File: src/rtl/riscv_to_mips_translator.sv
// riscv_to_mips_translator: streaming RV32I -> MIPS32 translator.
// Each accepted RISC-V word is decoded into a 1-3 word MIPS group that is
// buffered and then emitted one word per cycle on a valid/ready stream.
module riscv_to_mips_translator (
    input  logic        clk,
    input  logic        rst_n,
    input  logic        rv_valid,
    output logic        rv_ready,
    input  logic [31:0] rv_instr,
    output logic        mips_valid,
    input  logic        mips_ready,
    output logic [31:0] mips_instr,
    output logic        mips_last,
    output logic        mips_illegal
);
    localparam logic [4:0] TMP_REG = 5'd26;

    function automatic logic [31:0] rtype(input logic [4:0] rs, input logic [4:0] rt,
                                          input logic [4:0] rd, input logic [5:0] funct);
        return {6'b000000, rs, rt, rd, 5'b00000, funct};
    endfunction

    function automatic logic [31:0] itype(input logic [5:0] op, input logic [4:0] rs,
                                          input logic [4:0] rt, input logic [15:0] imm);
        return {op, rs, rt, imm};
    endfunction

    logic [6:0]  opc;
    logic [4:0]  rd, rs1, rs2;
    logic [2:0]  f3;
    logic [6:0]  f7;
    logic [15:0] imm_i, imm_s, br_off;
    assign opc   = rv_instr[6:0];
    assign rd    = rv_instr[11:7];
    assign f3    = rv_instr[14:12];
    assign rs1   = rv_instr[19:15];
    assign rs2   = rv_instr[24:20];
    assign f7    = rv_instr[31:25];
    assign imm_i = {{4{rv_instr[31]}}, rv_instr[31:20]};
    assign imm_s = {{4{rv_instr[31]}}, rv_instr[31:25], rv_instr[11:7]};
    // word offset = sext16(imm[12:2]); imm[12]=instr[31], imm[11]=instr[7]
    assign br_off = {{5{rv_instr[31]}}, rv_instr[31], rv_instr[7], rv_instr[30:25], rv_instr[11:9]};

    logic [2:0][31:0] dec_w;
    logic [1:0]       dec_cnt;
    logic             dec_ill;

    // Decode the incoming RISC-V word into a complete MIPS group
    always_comb begin
        dec_w   = '0;
        dec_cnt = 2'd1;
        dec_ill = 1'b0;
        case (opc)
            7'b0110011: begin
                if (f7 == 7'b0000000) begin
                    case (f3)
                        3'b000: dec_w[0] = rtype(rs1, rs2, rd, 6'h21);
                        3'b001: dec_w[0] = rtype(rs2, rs1, rd, 6'h04);
                        3'b010: dec_w[0] = rtype(rs1, rs2, rd, 6'h2A);
                        3'b011: dec_w[0] = rtype(rs1, rs2, rd, 6'h2B);
                        3'b100: dec_w[0] = rtype(rs1, rs2, rd, 6'h26);
                        3'b101: dec_w[0] = rtype(rs2, rs1, rd, 6'h06);
                        3'b110: dec_w[0] = rtype(rs1, rs2, rd, 6'h25);
                        default: dec_w[0] = rtype(rs1, rs2, rd, 6'h24);
                    endcase
                end else if (f7 == 7'b0100000 && f3 == 3'b000) begin
                    dec_w[0] = rtype(rs1, rs2, rd, 6'h23);
                end else if (f7 == 7'b0100000 && f3 == 3'b101) begin
                    dec_w[0] = rtype(rs2, rs1, rd, 6'h07);
                end else begin
                    dec_ill = 1'b1;
                end
            end
            7'b0010011: begin
                case (f3)
                    3'b000: dec_w[0] = itype(6'b001001, rs1, rd, imm_i);
                    3'b010: dec_w[0] = itype(6'b001010, rs1, rd, imm_i);
                    3'b011: dec_w[0] = itype(6'b001011, rs1, rd, imm_i);
                    3'b100, 3'b110, 3'b111: begin
                        if (rv_instr[31]) begin
                            // negative logical immediate: materialise in $k0 first
                            dec_w[0] = itype(6'b001001, 5'd0, TMP_REG, imm_i);
                            dec_w[1] = rtype(rs1, TMP_REG, rd, (f3 == 3'b100) ? 6'h26 :
                                                               (f3 == 3'b110) ? 6'h25 : 6'h24);
                            dec_cnt  = 2'd2;
                        end else begin
                            dec_w[0] = itype((f3 == 3'b100) ? 6'b001110 :
                                             (f3 == 3'b110) ? 6'b001101 : 6'b001100,
                                             rs1, rd, {4'h0, rv_instr[31:20]});
                        end
                    end
                    3'b001: begin
                        if (f7 == 7'b0000000) dec_w[0] = {11'b0, rs1, rd, rs2, 6'h00};
                        else dec_ill = 1'b1;
                    end
                    default: begin
                        if (f7 == 7'b0000000)      dec_w[0] = {11'b0, rs1, rd, rs2, 6'h02};
                        else if (f7 == 7'b0100000) dec_w[0] = {11'b0, rs1, rd, rs2, 6'h03};
                        else                       dec_ill = 1'b1;
                    end
                endcase
            end
            7'b0110111: begin
                if (rd != 5'd0) begin
                    dec_w[0] = itype(6'b001111, 5'd0, rd, rv_instr[31:16]);
                    if (rv_instr[15:12] != 4'h0) begin
                        dec_w[1] = itype(6'b001101, rd, rd, {rv_instr[15:12], 12'h000});
                        dec_cnt  = 2'd2;
                    end
                end
            end
            7'b0000011: begin
                case (f3)
                    3'b000: dec_w[0] = itype(6'h20, rs1, rd, imm_i);
                    3'b001: dec_w[0] = itype(6'h21, rs1, rd, imm_i);
                    3'b010: dec_w[0] = itype(6'h23, rs1, rd, imm_i);
                    3'b100: dec_w[0] = itype(6'h24, rs1, rd, imm_i);
                    3'b101: dec_w[0] = itype(6'h25, rs1, rd, imm_i);
                    default: dec_ill = 1'b1;
                endcase
            end
            7'b0100011: begin
                case (f3)
                    3'b000: dec_w[0] = itype(6'h28, rs1, rs2, imm_s);
                    3'b001: dec_w[0] = itype(6'h29, rs1, rs2, imm_s);
                    3'b010: dec_w[0] = itype(6'h2B, rs1, rs2, imm_s);
                    default: dec_ill = 1'b1;
                endcase
            end
            7'b1100011: begin
                // offsets are relative to the branch word; the downstream pass rebases
                if (rv_instr[8] || f3 == 3'b010 || f3 == 3'b011) begin
                    dec_ill = 1'b1;
                end else if (f3[2] == 1'b0) begin
                    dec_w[0] = itype(f3[0] ? 6'b000101 : 6'b000100, rs1, rs2, br_off - 16'd1);
                    dec_cnt  = 2'd2;
                end else begin
                    dec_w[0] = rtype(rs1, rs2, TMP_REG, f3[1] ? 6'h2B : 6'h2A);
                    dec_w[1] = itype(f3[0] ? 6'b000100 : 6'b000101, TMP_REG, 5'd0, br_off - 16'd2);
                    dec_cnt  = 2'd3;
                end
            end
            7'b1110011: begin
                if (rv_instr == 32'h0000_0073)      dec_w[0] = 32'h0000_000C;
                else if (rv_instr == 32'h0010_0073) dec_w[0] = 32'h0000_000D;
                else                                dec_ill = 1'b1;
            end
            default: dec_ill = 1'b1;
        endcase
        if (dec_ill) begin
            dec_w   = '0;
            dec_cnt = 2'd1;
        end
    end

    logic [2:0][31:0] buf_q, buf_d;
    logic [1:0]       cnt_q, cnt_d, idx_q, idx_d;
    logic             vld_q, vld_d, ill_q, ill_d;
    logic             last, in_fire, out_fire;

    assign last         = vld_q && (idx_q == cnt_q - 2'd1);
    assign rv_ready     = !vld_q || (mips_ready && last);
    assign in_fire      = rv_valid && rv_ready;
    assign out_fire     = vld_q && mips_ready;
    assign mips_valid   = vld_q;
    assign mips_last    = last;
    assign mips_illegal = ill_q;

    // Select the current word of the buffered group
    always_comb begin
        case (idx_q)
            2'd0:    mips_instr = buf_q[0];
            2'd1:    mips_instr = buf_q[1];
            default: mips_instr = buf_q[2];
        endcase
    end

    // Group sequencing: load on accept, step index on output handshake
    always_comb begin
        buf_d = buf_q;
        cnt_d = cnt_q;
        idx_d = idx_q;
        vld_d = vld_q;
        ill_d = ill_q;
        if (in_fire) begin
            buf_d = dec_w;
            cnt_d = dec_cnt;
            idx_d = 2'd0;
            vld_d = 1'b1;
            ill_d = dec_ill;
        end else if (out_fire) begin
            if (last) vld_d = 1'b0;
            else      idx_d = idx_q + 2'd1;
        end
    end

    // State registers with synchronous reset
    always_ff @(posedge clk) begin
        if (!rst_n) begin
            buf_q <= '0;
            cnt_q <= 2'd0;
            idx_q <= 2'd0;
            vld_q <= 1'b0;
            ill_q <= 1'b0;
        end else begin
            buf_q <= buf_d;
            cnt_q <= cnt_d;
            idx_q <= idx_d;
            vld_q <= vld_d;
            ill_q <= ill_d;
        end
    end
endmodule

File: config.mk
export PLATFORM = sky130hd
export DESIGN_NAME = riscv_to_mips_translator
export DESIGN_NICKNAME = d
export VERILOG_FILES = /design/src/rtl/riscv_to_mips_translator.sv
export SDC_FILE = /design/constraint.sdc
export NUM_CORES = 1
export LEC_CHECK = 0
export CAP_MARGIN = 5
export CELL_PAD_IN_SITES_DETAIL_PLACEMENT = 1
export CELL_PAD_IN_SITES_GLOBAL_PLACEMENT = 2
export CORE_MARGIN = 2
export CORE_UTILIZATION = 25
export CTS_CLUSTER_SIZE = 24
export DETAILED_ROUTE_END_ITERATION = 8
export DONT_BUFFER_PORTS = 1
export GPL_TIMING_DRIVEN = 0
export PLACE_DENSITY_LB_ADDON = 0.2
export SKIP_LAST_GASP = 1
export SLEW_MARGIN = 20
export SYNTH_ARGS = -nofsm -noshare
export SYNTH_HDL_FRONTEND = slang
export SYNTH_SLANG_ARGS = --single-unit
File: constraint.sdc
create_clock -name clk -period 3.3 [get_ports clk]
set_clock_uncertainty 0.2 [all_clocks]
set_input_delay 0.66 -clock clk [delete_from_list [all_inputs] [get_ports clk]]
set_output_delay 0.66 -clock clk [all_outputs]
set_load 0.1 [all_outputs]
### After elaboration in Yosys (flattened, before gate mapping)

Index checks and enable logic that the tools add are counted.

* bits in registers: 102
* input port bits: 36
* output and inout port bits: 36
* word-level logic and storage cells: 111

* $add $sub $neg: 4
* equality and inequality tests: 19
* mux-type cells: 55
* bitwise logic cells: 2
* reductions and logical operators: 24

Operators by type and width (number)
* $pmux W32 S7: 1
* $pmux W32 S3: 2
* $pmux W26 S7: 1
* $pmux W32 S5: 1
* $pmux W30 S5: 1
* $mux W64: 2
* $mux W29: 3
* $mux W26: 3
* $mux W32: 2
* $pmux W32 S2: 1
* $mux W21: 3
* $mux W62: 1
* $eq A32 B21 Y1 const B: 1
* $eq A32 B7 Y1 const B: 1
* $mux W30: 1
* $eq A7 B6 Y1 const B: 4
* $mux W1: 20
* $mux W2: 8
* $eq A7 B7 Y1 const B: 2
* $eq A3 B3 Y1 const B: 4
* $sub A11 B2 Y12 const B: 1
* $sub A11 B3 Y12 const B: 1
* $mux W4: 2
* $eq A7 B2 Y1 const B: 1
* 25 further kinds: 37

### Depth between registers and ports, before layout

Gate-level depths: netlist (run 1).

* depth in word-level cells: 8
* depth in mapped cells: 10
* depth with buffers taken out: 8

### Least setup slack after synthesis (run 1)

No wires, ideal clock.

* kind: input port to flip-flop
* start: in rv_instr[10]
* end: reg buf_q[1] (netlist name)
* library setup time: 0.121 ns
* arrival time: 2.559 ns
* data required time: 2.979 ns
* setup slack: 0.420 ns
* cell stages on the path: 9
* buffers on the path: 1
* path through: clkbuf_1 inv_1 ha_1 nor4b_1 nor3_2 a22o_1 a211o_1 nor4_1 o21ai_1

* cells in the longest elaborated chain, start to end: 5
* elaborated cells between the ends (all ways): 13

Ends and longest elaborated chain
* from (decl): RTL line 9 `input logic [31:0] rv_instr,`
* $sub A11 B2 Y12 / $eq A32 B21 Y1 (equally long branches): RTL line 135, 145
* $mux W29 / $mux W1 (equally long branches): RTL line 134, 145
* $mux W64 / $mux W1 (equally long branches): RTL line 132, 144
* $pmux W32 S7 / $pmux W1 S7 (equally long branches): RTL line 53 `case (opc)`
* $mux W64 *: RTL line 150 `if (dec_ill) begin`
* to (signal assigned): RTL line 206 `buf_q <= buf_d;`
* to (decl): RTL line 156 `logic [2:0][31:0] buf_q, buf_d;`

Mark *: on every way between the ends. The rest lies on a longest branch, timed or not.
A chain may end at the register's enable or synchronous reset.

### Worst setup path after layout (run 1)

* start: reg idx_q[0]
* end: out mips_instr[26]

* cells in the longest elaborated chain, start to end: 2
* elaborated cells between the ends (all ways): 3

Ends and longest elaborated chain
* from (decl): RTL line 157 `logic [1:0] cnt_q, cnt_d, idx_q, idx_d;`
* from (signal assigned): RTL line 208 `idx_q <= idx_d;`
* $eq A2 B1 Y1 / $logic_not A2 Y1 (equally long branches): RTL line 171 `case (idx_q)`
* $pmux W32 S2 *: RTL line 171
* to (decl): RTL line 12 `output logic [31:0] mips_instr,`

Marked as above.

==> impl_results.md, run 1 <==
* Initial Util at 0.255
* Root buffer selected by CTS: clkbuf_16
* Clock Path Buffers at 2
* Post-synth top area share at 0.290
* Final #Nets at roughly 660
* Io pins at 72
* Max-slew violation count at 0
* Worst setup path category: reg2out
* Largest net degree at the start of global routing at 11
* N_diodes at 0
* Crit Path Max Fanout at 10
* Share of layout cells above drive strength 1 at 0.118
* Sink Count at 66
* Syn Area/Cell at between 7 and 8 um2
* Drt first-iter violations at between 400 and 500
* Final setup vio count at 0
* Pleak at between 1.5 and 2 nW
* Status: finished clean
* Die Ht at ~140 um
* DR DRC count at 0
* Post-CTS setup buffer count at 0
* Async SR Flop Fraction at 0
* FF+latch count, synth at 66
* CTS buffer count at 9
* CP required at 2.44 ns
* Slew headroom at 0.238
* DRT Pass-1 Iters at 5
* Worst Path Arrival at between 2 and 2.5 ns
* TritonCTS clock tree: done
* Core Region at 17900 um2
* GPL Wtd Cong at between 0.9 and 1
* Max VDD drop at about 260 uV
* Crit-path cells: ha_1, clkbuf_1, clkbuf_2, a22o_2
* Crit. End Element: primary output
* I/O Buffers at 0
* CP max-delay cell: a22o_2
* Sequential area share after synthesis at 0.290
* First-pass GRT wire length at between 30000 and 40000 um
* DR WL/cell at around 25 um
* Synthesis warning total at 0
* Synth top cells by count: 96 x nand2_1, 66 x dfxtp_1, 56 x o21ai_1
* Post-Syn Area at ~4600 um2
* Die ar. at between 15000 and 20000 um2
* Most common cell in the netlist: nand2_1
* Clk_lat worst skew at 0.33 ns
* Grt ovf at 0
* Syn Inst Count at a little over 600
* Most frequently used flop master after synthesis: dfxtp_1
* Fillers at approximately 2200
* Minimum clock period at around 3.2 ns
* RSZ-0062 raised after global routing: yes
* Fin Setup TNS at 0 ns
* Routed vias at approximately 4800
* Initial antenna violation count at 0
* Final hold violation count at 0
* Crit start category: flip-flop
* Drt total wl at around 21000 um
* Area grow syn2layout at 15.2%
* HP Class: reg2reg
* Worst-path clk slew at 0.06 ns
* Max cap viols at 0
* Yosys cell types at 74
* R2r startpoint: mips_valid
* Area of the multi-input gates at ~3000 um2
* Final Non-Filler Cells at ~850
* H-tree level count at 3
* Gr usage total at 0.214
* Synth top area cells: dfxtp_1 29%, nand2_1 7.9%, a22o_1 6.5%
* Dpl cells at between 800 and 900
* Detail Route Antenna Nets at 0
* Storage element area at about 1300 um2
* Crit path launch: idx_q[0]
* # rows at 49
* Post-DP HPWL at 16500 um
* Achievable frequency at 0.309 GHz
* PwrDens at just under 400 nW/um2
* Post-layout power at roughly 2.1 mW
* Post-synth EDFFs at 0
* Die width at 139 um
* Least-Margin Pin Slew at 1.13 ns
* Vias in the first global route at approximately 4800
* Synth Net Count at between 600 and 700
* CP max stage delay at around 0.56 ns
* Tcrit/Tclk final at 0.982
* Hold path startpoint: buf_q[27]
* Number of vias per cell at about 5.7
* Leading area contributor after synthesis: dfxtp_1
* Final core utilization at 0.293
## cell usage in the layout, fill, tap and decap left out, types with 7 or more instances in the layout
cell,n
o21ai_0,18
nor4_1,11
nor2_1,38
inv_1,11
a221oi_1,15
xnor2_1,10
nor3_1,16
clkbuf_16,9
dfxtp_1,66
a22o_1,22
a22o_4,8
clkbuf_1,22
a22oi_1,15
a21oi_1,18
o21ai_1,56
nand2_1,96
nand2b_1,7
nand3_1,11
xor2_1,10
buf_2,22
## layer usage
metal	global-route usage	up-vias	wire length, um
met1	0.287	2383	9730
met3	0.0366	26	1100
met5	0	-	0
met4	0.0579	0	411
li1	-	2261	-
met2	0.354	149	9900
## stage by stage
stage | area [um2] | hold slack, ns | worst slack [ns]
6_report | 5250 | 0.243 | 0.0602
5_1_grt | 5250 | 0.260 | -0.0828
3_3_place_gp | 4840 | 0.236 | -0.975
2_1_floorplan | 4560 | 0.221 | 0.420
3_5_place_dp | 4840 | 0.240 | -0.978
4_1_cts | 5180 | 0.247 | -0.0951
## critical path, delay by kind of cell (launching register included)
family                     cells  cell delay (ns)
adders and majority gates      1             0.19
DFF                            1             0.40
AOI/OAI and AO/OA              1             0.56
buffers and inverters          2             0.88
## where the power goes
| group | switching (mW) | internal [mW] |
|---|---|---|
| Combinational | 0.198 | 0.0684 |
| Sequential | 0.0224 | 0.805 |
| Clock | 0.340 | 0.641 |
## kinds of logic (layout without fill, tap and decap cells)
logic type | Yosys count | count (layout) | share of synthesized area
other cells | 1 | 1 | 0.000823
simple gates | 234 | 234 | 0.266
xor+xnor | 20 | 20 | 0.0384
mux | 3 | 3 | 0.00659
compound gates | 209 | 209 | 0.317
flops | 66 | 66 | 0.290
fa+ha+maj | 6 | 6 | 0.0159
buf+inv | 66 | 81 | 0.0645
## final timing paths
path	to	slack, ns	cells past startpoint
max	mips_instr[26]	0.06	4
max reg2reg	buf_q[18]	0.30	7
min reg2reg	buf_q[27]	0.24	2
min	buf_q[27]	0.24	2
## area by class of cell
| type | instances | share of cell area |
|---|---|---|
| multi-input cells | 473 | 0.579 |
| flip-flops and latches | 66 | 0.252 |
| well taps | 229 | 0.0546 |
| clock buffers | 13 | 0.0515 |
| plain buffers | 54 | 0.0479 |
| inverters | 12 | 0.00858 |
| clock inverters | 2 | 0.00667 |
## flip-flops by register name, summed over array words and instances, names as in the netlist
name / flops
idx_q: 2
mips_valid: 1
buf_q: 60
mips_illegal: 1
cnt_q: 2
## timing repair
| action | CTS | global route |
|---|---|---|
| resized for setup | 12 | 16 |
| hold buffers | 0 | 0 |
| endpoints found under the setup margin | 34 | 16 |
| endpoints found under the hold margin | 0 | 0 |
Note: power is estimated with default switching activity, not from simulation.
==> inputs of run 2 (changes only) <==
--- a/config.mk
+++ b/config.mk
@@ -9,7 +9,7 @@
 export CELL_PAD_IN_SITES_DETAIL_PLACEMENT = 1
 export CELL_PAD_IN_SITES_GLOBAL_PLACEMENT = 2
 export CORE_MARGIN = 2
-export CORE_UTILIZATION = 25
+export CORE_UTILIZATION = 37
 export CTS_CLUSTER_SIZE = 24
 export DETAILED_ROUTE_END_ITERATION = 8
 export DONT_BUFFER_PORTS = 1
==> run 2 against run 1 <==
The run now ends with setup timing left. Critical path depth did not move. Routed wire length fell by 8.3%. Sequential cell count is the same. Sequential share of layout area grew 1.0 points. Die area down 32%. Combinational power shrank 2%. Hold slack better by 0.0033 ns. Via count grew 1.5%. First-iteration DRC count is 7.9% higher. Largest power group unchanged.
==> impl_results.md, run 2 (same netlist as run 1, synthesis figures left out) <==
* Initial Util at 0.379 (was 0.255)
* Top delay family on crit path: buffers and inverters (unchanged)
* Die Ht at 115 um (was 139 um)
* Largest regs: buf_q x60, cnt_q x2, idx_q x2 (unchanged)
* Die width at 115 um (was 139 um)
* Setup ws final at -0.0600 ns (was 0.0602 ns)
* Worst setup path category: reg2out (unchanged)
* Net Sw Frac at 0.290 (was 0.270)
* Post-DP Area at 4740 um2 (was 4840 um2)
* CTS Hold Bufs at 0 (unchanged)
* HP Class: reg2reg (unchanged)
* Post-CTS setup buffer count at 0 (unchanged)
* Crit. End Element: primary output (unchanged)
* Worst-path clk slew at 0.06 ns (about the same)
* Crit Path Max Fanout at 10 (unchanged)
* Worst Hold End: buf_q[51] (was buf_q[27])
* Sink Count at 66 (unchanged)
* # rows at 40 (was 49)
* Max VDD drop at 227 uV (was 260 uV)
* Gr usage total at 0.296 (was 0.214)
* CP max stage delay at 0.59 ns (was 0.56 ns)
* Max-slew violation count at 0 (unchanged)
* Achievable frequency at 0.298 GHz (was 0.309 GHz)
* I/O Buffers at 0 (unchanged)
* Gate power share at 0.133 (was 0.128)
* Clock Path Buffers at 2 (unchanged)
* Clock share of power at 0.447 (was 0.473)
* Minimum clock period at 3.36 ns (was 3.24 ns)
* Number of vias per cell at 6.37 (was 5.68)
* Grt ovf at 0 (unchanged)
* Slew headroom at 0.292 (was 0.238)
* Metal3 WL at 1200 um (was 1100 um)
* Crit path depth at 4 (unchanged)
* Tcrit/Tclk final at 1.02 (was 0.982)
* Drt total wl at 19400 um (was 21100 um)
* Final setup vio count at 10 (was 0)
* DRT Pass-1 Iters at 5 (unchanged)
* Least-Margin Pin Slew at 1.06 ns (was 1.13 ns)
* First-pass GRT wire length at 29500 um (was 31400 um)
* Post-layout power at 1.97 mW (was 2.08 mW)
* Dpl cells at 752 (was 834)
* GPL Wtd Cong at 0.942 (was 0.931)
* Fin Setup TNS at -0.492 ns (was 0 ns)
* CTS buffer count at 9 (unchanged)
* Reg2reg end: buf_q[18] (unchanged)
* Die ar. at 13200 um2 (was 19300 um2)
* Max reg flops at 60 (unchanged)
* Final #Nets at 657 (unchanged)
* Area grow syn2layout at 10.8% (was 15.2%)
* Clk_lat worst skew at 0.33 ns (about the same)
* Critical path buffers and inverters at 2 (unchanged)
* Metal2 WL at 8770 um (was 9900 um)
* Vias in the first global route at 4909 (was 4815)
* R2R cell count at 7 (unchanged)
* Pleak at 1.63 nW (was 1.69 nW)
* Max cap viols at 0 (unchanged)
* Post-DP HPWL at 15200 um (was 16500 um)
* Drt first-iter violations at 452 (was 419)
* DR DRC count at 0 (unchanged)
* Failing checks: setup timing
* R2r startpoint: mips_valid (unchanged)
* N_diodes at 0 (unchanged)
* Flop2flop setup slack at 0.28 ns (was 0.30 ns)
* TritonCTS clock tree: done (unchanged)
* Root buffer selected by CTS: clkbuf_16 (unchanged)
* CP max-delay cell: a22o_2 (unchanged)
* CP required at 2.44 ns (about the same)
* Highest routed layer: met4 (unchanged)
* Final hold violation count at 0 (unchanged)
* Detail Route Antenna Nets at 0 (unchanged)
* RSZ-0062 raised after global routing: yes (unchanged)
* Sequential share of power at 0.420 (was 0.399)
* DR WL/cell at 25.2 um (was 24.9 um)
* Crit start category: flip-flop (unchanged)
* Status: finished with violations (was finished clean)
* Hold path startpoint: buf_q[51] (was buf_q[27])
* Switch Pwr at 0.571 mW (was 0.560 mW)
* Final Cell Area at 5050 um2 (was 5250 um2)
* H-tree level count at 3 (unchanged)
* Final Non-Filler Cells at 768 (was 849)
* Place WS at -0.751 ns (was -0.978 ns)
* Core Region at 12000 um2 (was 17900 um2)
* Most common cell after layout, fill and taps aside: nand2_1 (unchanged)
* Hold depth at 2 (unchanged)
* CTS resizes at 11 (was 12)
* Most frequent cells in the layout: 96 x nand2_1, 66 x dfxtp_1, 56 x o21ai_1 (unchanged)
* Share of layout cells above drive strength 1 at 0.116 (was 0.118)
* Initial antenna violation count at 0 (unchanged)
* Io pins at 72 (unchanged)
* Routed vias at 4889 (was 4819)
* Crit-path cells: ha_1, clkbuf_1, buf_1, a22o_2 (was ha_1, clkbuf_1, clkbuf_2, a22o_2)
* Largest net degree at the start of global routing at 12 (was 11)
* WL met1 at 8860 um (was 9730 um)
* Largest Register: buf_q (unchanged)
* Crit path launch: idx_q[0] (unchanged)
* Internal power at 1.40 mW (was 1.51 mW)
* PwrDens at 390 nW/um2 (was 395 nW/um2)
* Worst Path Arrival at 2.50 ns (was 2.38 ns)
==> run 2: final cells by class <==
cell class / instances / area, um2
inverter: 12 / 45.0
sequential: 66 / 1320
multi-input combinational: 473 / 2980
fill: 1520 / 6960
buffer: 54 / 249
clock buffer: 11 / 243
tap: 147 / 184
clock inverter: 5 / 30.0
==> run 2: through the flow <==
| step | util | hold WS, ns |
|---|---|---|
| after detailed placement | 0.395 | 0.240 |
| final | 0.420 | 0.246 |
| after floorplan | - | 0.221 |
| after global placement | 0.395 | 0.234 |
| after CTS | 0.419 | 0.247 |
| after global routing | 0.420 | 0.263 |
==> run 2: routing by layer <==
layer / vias to the layer above / track usage
li1: 2262 / -
met1: 2395 / 0.393
met2: 197 / 0.468
met3: 35 / 0.0706
met4: 0 / 0.106
met5: - / 0
==> run 2: power by group through the flow <==
stage	clock [mW]	combinational [mW]	sequential, mW
after floorplan	0	0.184	0.841
after CTS	0.891	0.258	0.826
after global routing	0.927	0.280	0.827
after detailed placement	0	0.256	0.843
after global placement	0	0.256	0.843
final	0.880	0.262	0.826
==> run 2: how the worst max path moves through the flow <==
| stage | endpoint | slack (ns) |
|---|---|---|
| 2_1_floorplan | buf_q[1] | 0.42 |
| 3_3_place_gp | buf_q[1] | -0.74 |
| 3_5_place_dp | buf_q[1] | -0.75 |
| 4_1_cts | mips_instr[28] | -0.08 |
| 5_1_grt | mips_instr[28] | -0.18 |
| 6_report | mips_instr[28] | -0.06 |
==> run 2: worst reg2reg max path: cells and delay by family (launching register included) <==
kind	cells	cell delay, ns
buffers and inverters	2	0.64
and+or+nand+nor	3	0.49
AOI/OAI and AO/OA	2	0.60
DFF	1	1.02
==> inputs of run 3 (changes only) <==
--- a/config.mk
+++ b/config.mk
@@ -15,6 +15,7 @@
 export DONT_BUFFER_PORTS = 1
 export GPL_TIMING_DRIVEN = 0
 export PLACE_DENSITY_LB_ADDON = 0.2
+export SETUP_SLACK_MARGIN = 0.02
 export SKIP_LAST_GASP = 1
 export SLEW_MARGIN = 20
 export SYNTH_ARGS = -nofsm -noshare
==> run 3 against run 2 <==
The run now ends clean. Die area unchanged. Largest power group unchanged. Sequential cell count unchanged. Total power up 0.17%.
==> impl_results.md, run 3 (same netlist as run 1, synthesis figures left out) <==
* # rows at 40 (unchanged)
* Detail Route Antenna Nets at 0 (unchanged)
* Max cap viols at 0 (unchanged)
* Highest routed layer: met4 (unchanged)
* HP Class: reg2reg (unchanged)
* Die width at 115 um (unchanged)
* Sink Count at 66 (unchanged)
* Worst-path clk slew at 0.06 ns (about the same)
* First-pass GRT wire length at 29500 um (unchanged)
* CP required at 2.44 ns (about the same)
* Crit. End Element: primary output (unchanged)
* Internal power at 1.40 mW (about the same)
* Final Non-Filler Cells at 768 (unchanged)
* Most frequent cells in the layout: 96 x nand2_1, 66 x dfxtp_1, 56 x o21ai_1 (unchanged)
* Net Sw Frac at 0.291 (was 0.290)
* Final setup vio count at 0 (was 10)
* Crit start category: flip-flop (unchanged)
* DRT Pass-1 Iters at 5 (unchanged)
* Max VDD drop at 225 uV (was 227 uV)
* Largest net degree at the start of global routing at 12 (unchanged)
* Clk_lat worst skew at 0.33 ns (about the same)
* N_diodes at 0 (unchanged)
* Grt ovf at 0 (unchanged)
* Tcrit/Tclk final at 0.985 (was 1.02)
* Metal2 WL at 8870 um (was 8770 um)
* RSZ-0062 raised after global routing: yes (unchanged)
* Core Region at 12000 um2 (unchanged)
* Flop2flop setup slack at 0.26 ns (was 0.28 ns)
* Gate power share at 0.134 (was 0.133)
* Max-slew violation count at 0 (unchanged)
* R2R cell count at 7 (unchanged)
* Switch Pwr at 0.574 mW (was 0.571 mW)
* Slew headroom at 0.291 (was 0.292)
* H-tree level count at 3 (unchanged)
* Vias in the first global route at 4909 (unchanged)
* Die Ht at 115 um (unchanged)
* Largest regs: buf_q x60, cnt_q x2, idx_q x2 (unchanged)
* Least-Margin Pin Slew at 1.06 ns (about the same)
* Number of vias per cell at 6.38 (was 6.37)
* Status: finished clean (was finished with violations)
* Hold depth at 2 (unchanged)
* TritonCTS clock tree: done (unchanged)
* DR WL/cell at 25.4 um (was 25.2 um)
* Area grow syn2layout at 11.8% (was 10.8%)
* Post-DP HPWL at 15200 um (unchanged)
* Clock share of power at 0.447 (about the same)
* Gr usage total at 0.296 (unchanged)
* Achievable frequency at 0.308 GHz (was 0.298 GHz)
* Initial antenna violation count at 0 (unchanged)
* Drt total wl at 19500 um (was 19400 um)
* PwrDens at 387 nW/um2 (was 390 nW/um2)
* Most common cell after layout, fill and taps aside: nand2_1 (unchanged)
* I/O Buffers at 0 (unchanged)
* Share of layout cells above drive strength 1 at 0.130 (was 0.116)
* Final hold violation count at 0 (unchanged)
* Worst Path Arrival at 2.39 ns (was 2.50 ns)
* Worst hold slack at 0.247 ns (was 0.246 ns)
* Largest Register: buf_q (unchanged)
* Dpl cells at 752 (unchanged)
* CTS buffer count at 9 (unchanged)
* Routed vias at 4900 (was 4889)
* Reg2reg end: buf_q[18] (unchanged)
* Sequential share of power at 0.419 (was 0.420)
* Io pins at 72 (unchanged)
* Initial Util at 0.379 (unchanged)
* R2r startpoint: mips_valid (unchanged)
* Die ar. at 13200 um2 (unchanged)
* Drt first-iter violations at 448 (was 452)
* Post-CTS setup buffer count at 0 (unchanged)
* Minimum clock period at 3.25 ns (was 3.36 ns)
* Clock Path Buffers at 2 (unchanged)
* Hold path startpoint: buf_q[11] (was buf_q[51])
* Worst Hold End: buf_q[11] (was buf_q[51])
* DR DRC count at 0 (unchanged)
* Pleak at 1.65 nW (was 1.63 nW)
* Max reg flops at 60 (unchanged)
* Crit Path Max Fanout at 10 (unchanged)
* Final #Nets at 657 (unchanged)
* Root buffer selected by CTS: clkbuf_16 (unchanged)
* Worst setup path category: reg2out (unchanged)
* Metal3 WL at 1290 um (was 1200 um)
* GPL Wtd Cong at 0.942 (unchanged)
* WL met1 at 8810 um (was 8860 um)
[run 3: power by group through the flow]
stage                     clock (mW)  sequential (mW)  combinational [mW]
final                          0.881            0.827               0.264
after global routing           0.928            0.827               0.281
after CTS                      0.891            0.826               0.258
after detailed placement           0            0.843               0.256
after global placement             0            0.843               0.256
after floorplan                    0            0.841               0.184
[run 3: how the worst max path moves through the flow]
stage,from,to,slack (ns),cells after the start
2_1_floorplan,rv_instr[10],buf_q[1],0.42,9
3_3_place_gp,rv_instr[10],buf_q[1],-0.74,9
3_5_place_dp,rv_instr[10],buf_q[1],-0.75,9
4_1_cts,idx_q[0],mips_instr[28],-0.08,4
5_1_grt,idx_q[0],mips_instr[21],-0.06,4
6_report,idx_q[0],mips_instr[21],0.05,4
[run 3: timing repair]
action | in CTS | in global routing
gates resized for setup | 11 | 19
endpoints found under the setup margin | 31 | 27
hold buffers | 0 | 0
[run 3: metal layers]
metal / vias up / global-route usage
li1: 2258 / -
met2: 199 / 0.468
met1: 2402 / 0.393
met5: - / 0
met4: 0 / 0.106
met3: 41 / 0.0706
[run 3: critical path: stages (launching register included)]
cell      delay (ns)
dfxtp_1         0.42
ha_1            0.21
clkbuf_1        0.48
clkbuf_2        0.40
a22o_2          0.54
[run 3: cell type report]
cell class                      instances  area [um2]
Fill cell                            1521        6920
Multi-Input combinational cell        473        3020
Sequential cell                        66        1320
Buffer                                 54         250
Clock buffer                           11         243
Tap cell                              147         184
Inverter                               12        45.0
Clock inverter                          5        30.0
[run 3: stage by stage]
step | setup slack [ns] | cell area, um2 | power (mW) | utilization | setup TNS, ns
5_1_grt | -0.0598 | 5090 | 2.04 | 0.424 | -0.336
2_1_floorplan | 0.420 | 4560 | 1.03 | - | 0
6_report | 0.0506 | 5090 | 1.97 | 0.424 | 0
3_3_place_gp | -0.741 | 4740 | 1.10 | 0.395 | -11.50
4_1_cts | -0.0787 | 5030 | 1.98 | 0.419 | -0.668
3_5_place_dp | -0.751 | 4740 | 1.10 | 0.395 | -11.12
